### config.mk
export PLATFORM = sky130hd
export DESIGN_NAME = cycle_mode_controller_flat
export DESIGN_NICKNAME = d
export VERILOG_FILES = /design/src/rtl/cycle_mode_controller_if.sv /design/src/rtl/cycle_mode_controller.sv /design/src/flat_wrapper.sv
export SDC_FILE = /design/constraint.sdc
export NUM_CORES = 1
export LEC_CHECK = 0
export CORE_MARGIN = 3
export CORE_UTILIZATION = 50
export CTS_CLUSTER_DIAMETER = 100
export DETAILED_ROUTE_END_ITERATION = 6
export GPL_TIMING_DRIVEN = 0
export HOLD_SLACK_MARGIN = 0.06
export MAX_ROUTING_LAYER = met4
export PLACE_DENSITY = 0.66
export SYNTH_ARGS = -nofsm -noshare
export SYNTH_HDL_FRONTEND = slang
export SYNTH_SLANG_ARGS = --single-unit
export TNS_END_PERCENT = 20
### constraint.sdc
create_clock -name HCLK -period 6 [get_ports HCLK]
set_clock_uncertainty 0.05 [all_clocks]
set_input_delay 1.8 -clock HCLK [delete_from_list [all_inputs] [get_ports HCLK]]
set_output_delay 1.8 -clock HCLK [all_outputs]
set_load 0.05 [all_outputs]
### src/rtl/cycle_mode_controller_if.sv
// Front-panel signal bundle between the push-buttons and the display/datapath.
// The master drives the raw buttons; the slave (the controller) drives the display controls.
interface cycle_mode_controller_if;
   logic       nMode;
   logic       nTrip;
   logic [1:0] mode_sel;
   logic       units_mi;
   logic       trip_clear;
   logic       display_update;

   modport master (
      output nMode, nTrip,
      input  mode_sel, units_mi, trip_clear, display_update
   );

   modport slave (
      input  nMode, nTrip,
      output mode_sel, units_mi, trip_clear, display_update
   );
endinterface

### src/rtl/cycle_mode_controller.sv
// Cycle computer front panel: button sync/debounce, short/long press FSMs, mode/units/trip actions
// and display refresh strobe. Define AUTO_SCROLL_EN to build the idle auto-scroll of mode_sel.
module cycle_mode_controller #(
   parameter int unsigned DEBOUNCE_CYCLES     = 16,
   parameter int unsigned LONG_PRESS_CYCLES   = 320,
`ifdef AUTO_SCROLL_EN
   parameter int unsigned AUTO_SCROLL_UPDATES = 5,
`endif
   parameter int unsigned UPDATE_PERIOD       = 1000
) (
   input logic                    HCLK,
   input logic                    HRESETn,
   cycle_mode_controller_if.slave bus
);
   localparam int unsigned DbW   = $clog2(DEBOUNCE_CYCLES + 1);
   localparam int unsigned HoldW = $clog2(LONG_PRESS_CYCLES + 1);
   localparam int unsigned TmrW  = $clog2(UPDATE_PERIOD);
   localparam int          BtnMode = 0;
   localparam int          BtnTrip = 1;

   typedef enum logic [1:0] {StIdle, StHeld, StLong} press_st_e;

   logic [1:0]       raw;
   logic [1:0]       sync1_q, sync2_q, deb_q, deb_d;
   logic [DbW-1:0]   db_cnt_q [2];
   logic [DbW-1:0]   db_cnt_d [2];
   press_st_e        st_q [2];
   press_st_e        st_d [2];
   logic [HoldW-1:0] hold_q [2];
   logic [HoldW-1:0] hold_d [2];
   logic [1:0]       short_ev, long_ev;
   logic             mode_inc, mode_dec, auto_step;
   logic [1:0]       mode_sel_q, mode_sel_d;
   logic             units_q, units_d, clear_q, clear_d, action_q, action_d;
   logic [TmrW-1:0]  timer_q, timer_d;
   logic             update_q, update_d, wrap;

   assign raw = {bus.nTrip, bus.nMode};

   always_ff @(posedge HCLK or negedge HRESETn) begin
      if (!HRESETn) begin
         sync1_q <= 2'b11;
         sync2_q <= 2'b11;
         deb_q   <= 2'b11;
         for (int i = 0; i < 2; i++) db_cnt_q[i] <= '0;
      end else begin
         sync1_q  <= raw;
         sync2_q  <= sync1_q;
         deb_q    <= deb_d;
         db_cnt_q <= db_cnt_d;
      end
   end

   always_comb begin
      deb_d = deb_q;
      for (int i = 0; i < 2; i++) begin
         db_cnt_d[i] = '0;
         if (sync2_q[i] != deb_q[i]) begin
            if (db_cnt_q[i] == DbW'(DEBOUNCE_CYCLES - 1)) deb_d[i] = sync2_q[i];
            else db_cnt_d[i] = db_cnt_q[i] + 1'b1;
         end
      end
   end

   // Press FSMs: state register
   always_ff @(posedge HCLK or negedge HRESETn) begin
      if (!HRESETn) begin
         for (int i = 0; i < 2; i++) begin
            st_q[i]   <= StIdle;
            hold_q[i] <= '0;
         end
      end else begin
         st_q   <= st_d;
         hold_q <= hold_d;
      end
   end

   // hold counts debounced-low cycles including the current one, so Held starts at 2
   always_comb begin
      for (int i = 0; i < 2; i++) begin
         st_d[i]   = st_q[i];
         hold_d[i] = hold_q[i];
         case (st_q[i])
            StIdle: begin
               hold_d[i] = '0;
               if (!deb_q[i]) begin
                  st_d[i]   = StHeld;
                  hold_d[i] = HoldW'(2);
               end
            end
            StHeld: begin
               if (hold_q[i] == HoldW'(LONG_PRESS_CYCLES)) begin
                  st_d[i] = StLong;
               end else if (deb_q[i]) begin
                  st_d[i]   = StIdle;
                  hold_d[i] = '0;
               end else begin
                  hold_d[i] = hold_q[i] + 1'b1;
               end
            end
            StLong: begin
               if (deb_q[i]) begin
                  st_d[i]   = StIdle;
                  hold_d[i] = '0;
               end
            end
            default: st_d[i] = StIdle;
         endcase
      end
   end

   always_comb begin
      for (int i = 0; i < 2; i++) begin
         long_ev[i]  = (st_q[i] == StHeld) && (hold_q[i] == HoldW'(LONG_PRESS_CYCLES));
         short_ev[i] = (st_q[i] == StHeld) && deb_q[i] && !long_ev[i];
      end
   end

`ifdef AUTO_SCROLL_EN
   localparam int unsigned IdleW = $clog2(AUTO_SCROLL_UPDATES + 1);
   logic [IdleW-1:0] idle_q, idle_d;
   logic             press_start, all_idle;

   assign all_idle    = (st_q[BtnMode] == StIdle) && (st_q[BtnTrip] == StIdle);
   assign press_start = all_idle && (deb_q != 2'b11);

   always_comb begin
      idle_d    = idle_q;
      auto_step = 1'b0;
      if (press_start) begin
         idle_d = '0;
      end else if (update_q && all_idle) begin
         if (idle_q == IdleW'(AUTO_SCROLL_UPDATES - 1)) begin
            idle_d    = '0;
            auto_step = 1'b1;
         end else begin
            idle_d = idle_q + 1'b1;
         end
      end
   end

   always_ff @(posedge HCLK or negedge HRESETn) begin
      if (!HRESETn) idle_q <= '0;
      else          idle_q <= idle_d;
   end
`else
   assign auto_step = 1'b0;
`endif

   // Coincident short presses cancel each other
   assign mode_inc = (short_ev[BtnMode] && !short_ev[BtnTrip]) || auto_step;
   assign mode_dec = short_ev[BtnTrip] && !short_ev[BtnMode];
   assign wrap     = (timer_q == TmrW'(UPDATE_PERIOD - 1));

   always_comb begin
      mode_sel_d = mode_sel_q;
      if (mode_inc)      mode_sel_d = mode_sel_q + 2'd1;
      else if (mode_dec) mode_sel_d = mode_sel_q - 2'd1;
      units_d  = units_q ^ long_ev[BtnMode];
      clear_d  = long_ev[BtnTrip];
      action_d = mode_inc || mode_dec || long_ev[BtnMode] || long_ev[BtnTrip];
      timer_d  = (action_q || wrap) ? '0 : timer_q + 1'b1;
      update_d = (action_q || wrap) && !update_q;
   end

   always_ff @(posedge HCLK or negedge HRESETn) begin
      if (!HRESETn) begin
         mode_sel_q <= 2'd0;
         units_q    <= 1'b0;
         clear_q    <= 1'b0;
         action_q   <= 1'b0;
         timer_q    <= '0;
         update_q   <= 1'b0;
      end else begin
         mode_sel_q <= mode_sel_d;
         units_q    <= units_d;
         clear_q    <= clear_d;
         action_q   <= action_d;
         timer_q    <= timer_d;
         update_q   <= update_d;
      end
   end

   assign bus.mode_sel       = mode_sel_q;
   assign bus.units_mi       = units_q;
   assign bus.trip_clear     = clear_q;
   assign bus.display_update = update_q;
endmodule

### src/flat_wrapper.sv
// flat-port wrapper written by rule: the top's interface ports become plain ports
module cycle_mode_controller_flat 
#(
   parameter int unsigned DEBOUNCE_CYCLES     = 16,
   parameter int unsigned LONG_PRESS_CYCLES   = 320,

   parameter int unsigned UPDATE_PERIOD       = 1000
)
  (HCLK, HRESETn, bus_nMode, bus_nTrip, bus_mode_sel, bus_units_mi, bus_trip_clear, bus_display_update);
  cycle_mode_controller_if bus_i ();
  input logic HCLK;
  input logic HRESETn;
  input wire logic [$bits(bus_i.nMode)-1:0] bus_nMode;
  input wire logic [$bits(bus_i.nTrip)-1:0] bus_nTrip;
  output wire logic [$bits(bus_i.mode_sel)-1:0] bus_mode_sel;
  output wire logic [$bits(bus_i.units_mi)-1:0] bus_units_mi;
  output wire logic [$bits(bus_i.trip_clear)-1:0] bus_trip_clear;
  output wire logic [$bits(bus_i.display_update)-1:0] bus_display_update;
  assign bus_i.nMode = bus_nMode;
  assign bus_i.nTrip = bus_nTrip;
  assign bus_mode_sel = bus_i.mode_sel;
  assign bus_units_mi = bus_i.units_mi;
  assign bus_trip_clear = bus_i.trip_clear;
  assign bus_display_update = bus_i.display_update;
  cycle_mode_controller #(.DEBOUNCE_CYCLES(DEBOUNCE_CYCLES), .LONG_PRESS_CYCLES(LONG_PRESS_CYCLES), .UPDATE_PERIOD(UPDATE_PERIOD)) u_core (.HCLK(HCLK), .HRESETn(HRESETn), .bus(bus_i));
endmodule
## Word-level counts from Yosys, hierarchy flattened

Index checks and enable logic that the tools add are counted.

| word-level totals | value |
|---|---|
| word-level logic and storage cells | 93 |
| bits in registers | 54 |

| cells by class | value |
|---|---|
| add/sub/neg operators | 7 |
| multiplexer cells | 25 |
| reductions and logical operators | 27 |
| equality and inequality tests | 17 |
| bitwise logic cells | 1 |

Operators with widths:

| operator | count |
|---|---|
| $mux 9 | 6 |
| $pmux 9 s3 | 2 |
| $mux 2 | 10 |
| $mux 5 | 4 |
| $add 9x1->9 const B | 2 |
| $eq 9x9->1 const B | 2 |
| $pmux 2 s3 | 2 |
| $add 10x1->10 const B | 1 |
| $add 5x1->5 const B | 2 |
| $eq 10x10->1 const B | 1 |
| $eq 5x4->1 const B | 2 |
| $mux 10 | 1 |
| $logic_and 1x1->1 | 9 |
| $ne 2x2->1 const B | 4 |
| $reduce_and 3->1 | 2 |
| $reduce_bool 3->1 | 2 |
| $logic_not 1->1 | 5 |
| $eq 2x1->1 const B | 2 |
| $eq 2x2->1 const B | 2 |
| $logic_not 2->1 | 2 |
| $logic_or 1x1->1 | 4 |
| $ne 2x1->1 const B | 2 |
| $reduce_and 2->1 | 2 |
| $add 2x1->2 const B | 1 |
| 4 further kinds | 5 |

## Longest topological paths before layout

| logic depth | value |
|---|---|
| depth in word-level cells | 9 |
| gate-level depth with buffers | 9 |
| mapped depth without buffers | 9 |

## Worst setup path before layout

Ideal clock, no wire load.

| timing path | value |
|---|---|
| path kind | reg-to-output |
| start | reg u_core.mode_sel_q[0] (netlist: u_core.bus.mode_sel[0]) |
| end | out bus_mode_sel[0] |
| cell stages (with the launch flop) | 1 |
| slack | 3.510 ns |
| data arrival time | 0.640 ns |
| path buffers | 0 |
| data required time | 4.150 ns |
| cells stage by stage | dfrtp_1 |

RTL lines:

| element | line | source |
|---|---|---|
| start: declaration | cycle_mode_controller.sv:33 | `logic [1:0] mode_sel_q, mode_sel_d;` |
| start signal: assignment | cycle_mode_controller.sv:175 | `mode_sel_q <= mode_sel_d;` |
| end: declaration | flat_wrapper.sv:15 | `output wire logic [$bits(bus_i.mode_sel)-1:0] bus_mode_sel;` |

No word-level cell between the ends.

## Worst setup path in the final report

| timing path | value |
|---|---|
| start | reg u_core.mode_sel_q[0] (netlist: u_core.bus.mode_sel[0]) |
| end | out bus_mode_sel[0] |

No word-level cell between the ends.

==> results_dict.tcl <==
set metrics [dict create \
    n_antenna_cell 0 \
    max_slew_margin_pct 56.89 \
    start_kind "flip-flop" \
    yosysWarnings 0 \
    drc_errors 0 \
    grt.total_usage_pct 16.77 \
    initial_core_util_pct 52.67 \
    layout_common_cells "dfrtp_1, nor2_1, nand2_1, o21ai_0, nand3_1" \
    rows 26 \
    syn_to_final_growth_pct 10.77 \
    clk_latency_ns 0.30 \
    hold_end "u_core.sync2_q[1]" \
    reg2reg_slack_ns 3.68 \
    cp_data_required_time_ns 4.15 \
    routabilityCongestion 0.8012 \
    synthDistinctLibCells 45 \
    synth-adder-area-share_pct 7.303 \
    yosys.area.top_type "dfrtp_1" \
    grt_pass1_vias 1834 \
    synth_edf_count 0 \
    rsz0062_at_grt "false" \
    hold_viol 0 \
    worstHoldPathType "flip-flop to flip-flop" \
    routed_wl_mm 4.678 \
    synth-main-ff-cell "dfrtp_1" \
    cts_resized 0 \
    critical-path-slowest-cell "clkdlybuf4s50_1" \
    status "finished, final reports clean" \
    vdd_drop_max_mv 0.1881 \
    clock_sinks 54 \
    fin_hold_ws_ns 0.3113 \
    first_iter_violations 61 \
    grt_use_met3_pct 3.047 \
    netlist_instances 272 \
    r2r-start "u_core.hold_q[9]" \
    synth_top_family_by_area "simple AND/OR/NAND/NOR gates" \
    cts.clk_slew.worst_paths_ns 0.09 \
    leakage_nw 1.422 \
    async_flop_share_pct 100.0 \
    ant_nets 0 \
    die_area_sq_um 6407 \
    min_path_cells 0 \
    synth_top_area_share_pct 43.82 \
    antenna_found_initial 0 \
    setup_viol 0 \
    critical_path_buf_inv_count 1 \
    drive_above_1_share_pct 7.986 \
    syn-num-nets 292 \
    ctsLongestPathBuffers 2 \
    cp_max_fo 3 \
    worst_pin_slew_ns 0.6454 \
    worstPathArrival_ns 1.56 \
    crit_type "flip-flop to primary output" \
    synth-simple-area-share_pct 20.17 \
    die_w_um 80.05 \
    grt_pass1_wl_mm 8.335 \
    max_freq_ghz 0.2936 \
    fin_crit_sh_pct 56.76 \
    worstReg2RegEnd "u_core.bus.mode_sel[1]" \
    ff2ff_path_depth 8 \
    hold_buffers 0 \
    core_sq_um 5205 \
    firstDrtPassIters 4 \
    clock_tree.root_cell "clkbuf_8" \
    cp_top_family "buffers and inverters" \
    yosysSeqAreaShare_pct 49.57 \
    hpwl_mm 3.289 \
    port_buffers 8 \
    drv_slew 0 \
    viasPerCell 5.439 \
    wl_per_cell_um 13.07 \
    num_io_pins 9 \
    post_cts_buffers 0 \
    grt_util_met1_pct 23.04 \
    finalNetCount 308 \
    power.density_nw_per_um2 326.0 \
    grt-busiest-layer "met2" \
    fp.dieH_um 80.05 \
    ys_ff_latch 54 \
    grt_overflow 0 \
    hp-start "u_core.sync1_q[1]" \
    cts_tree "done" \
    synthMuxAreaShare_pct 0.8215 \
    final_common_cell "dfrtp_1" \
    maxCapViolations 0 \
    crit_chain "clkdlybuf4s50_1" \
    synth_compound_area_share_pct 13.74 \
    finalCriticalPeriod_ns 3.405 \
    grt_max_degree 30 \
    max_stage_delay_ns 0.83 \
    synth_area_sq_um 2741 \
    synthTopCellsByArea "dfrtp_1, ha_1, dfstp_2" \
    cts_made_buffers 5 \
    grt_use_met2_pct 25.17 \
    vias 1947 \
    finalSetupTns_ns 0 \
    cts.htree.levels 2 \
    syn_avg_cell_area_sq_um 10.08 \
    synth_xor_area_share_pct 5.751 \
    critPathCaptureType "primary output" \
]
==> power by group <==
| group | leakage (nW) | switching [mW] | total, mW | internal [mW] |
|---|---|---|---|---|
| clock network | 0.0573 | 0.111 | 0.244 | 0.134 |
| registers | 0.699 | 0.0607 | 0.477 | 0.416 |
| logic | 0.666 | 0.156 | 0.269 | 0.113 |
==> flip-flops by register name, summed over array words and instances (netlist names) <==
register / flops
u_core.action_q: 1
u_core.bus.display_update: 1
u_core.bus.mode_sel: 2
u_core.bus.trip_clear: 1
u_core.bus.units_mi: 1
u_core.db_cnt_q: 10
u_core.deb_q: 2
u_core.hold_q: 18
u_core.st_q: 4
u_core.sync1_q: 2
u_core.sync2_q: 2
u_core.timer_q: 10
==> cell families (layout without fill, tap and decap cells) <==
logic type,count (synthesis),after routing
flops,54,54
buf+inv,19,35
mux,2,2
xor+xnor,18,18
fa+ha+maj,16,16
simple gates,106,106
compound gates,57,57
==> cells in the mapped netlist, types with 2 or more instances <==
cell type   n
dfrtp_1    48
nor4b_1     2
a41oi_1     2
dfstp_2     6
nand2_1    20
o21ai_1     3
mux2_2      2
o21ai_0    20
ha_1       16
a211oi_1    2
inv_1      14
nand3_1    18
o31ai_1     6
nor2_1     29
a22oi_1     2
and3_1      7
a21oi_1     7
and2_1      6
o32ai_1     2
and4_1      2
nand3b_1    2
a31oi_1     4
xnor2_1     7
nand4_1     3
nor2b_1     5
xor2_1     11
nor3_1      3
a21o_1      3
clkbuf_1    4
==> through the flow <==
| stage | setup WS, ns | cell area (sq um) | util, % | cells | power, mW |
|---|---|---|---|---|---|
| detailed placement | 2.926 | 2924 | 56.18 | 351 | 0.7521 |
| global placement | 1.462 | 2909 | 55.89 | 350 | 0.7437 |
| CTS | 2.577 | 3037 | 58.34 | 358 | 1.004 |
| global route | 2.544 | 3037 | 58.34 | 358 | 1.070 |
| floorplan | 3.510 | 2741 | - | 272 | 0.6814 |
| finish | 2.595 | 3037 | 58.34 | 358 | 0.9900 |
==> routing by layer <==
layer | vias up | wire length, um | share of wire, %
met5 | - | 0 | 0
met2 | 21 | 2097 | 45
met1 | 928 | 2403 | 51
li1 | 994 | - | -
met4 | 0 | 57 | 1.2
met3 | 4 | 120 | 2.6
==> worst max-delay path by stage <==
stage,cells past startpoint,endpoint,start
after floorplan,0,bus_mode_sel[0],u_core.bus.mode_sel[0]
after global placement,1,u_core.hold_q[3],HRESETn
after detailed placement,1,bus_mode_sel[0],u_core.bus.mode_sel[0]
after CTS,1,bus_mode_sel[0],u_core.bus.mode_sel[0]
after global routing,1,bus_mode_sel[0],u_core.bus.mode_sel[0]
final,1,bus_mode_sel[0],u_core.bus.mode_sel[0]
==> final cells by class <==
cell class,count,area [sq um]
Clock inverter,1,30.03
Multi-Input combinational cell,199,1310
Tap cell,70,87.58
Fill cell,482,2168
Timing Repair Buffer,9,95.09
Sequential cell,54,1359
Inverter,14,52.55
Clock buffer,6,82.58
Buffer,5,20.02
No activity file was read; power rests on OpenSTA's default activity.
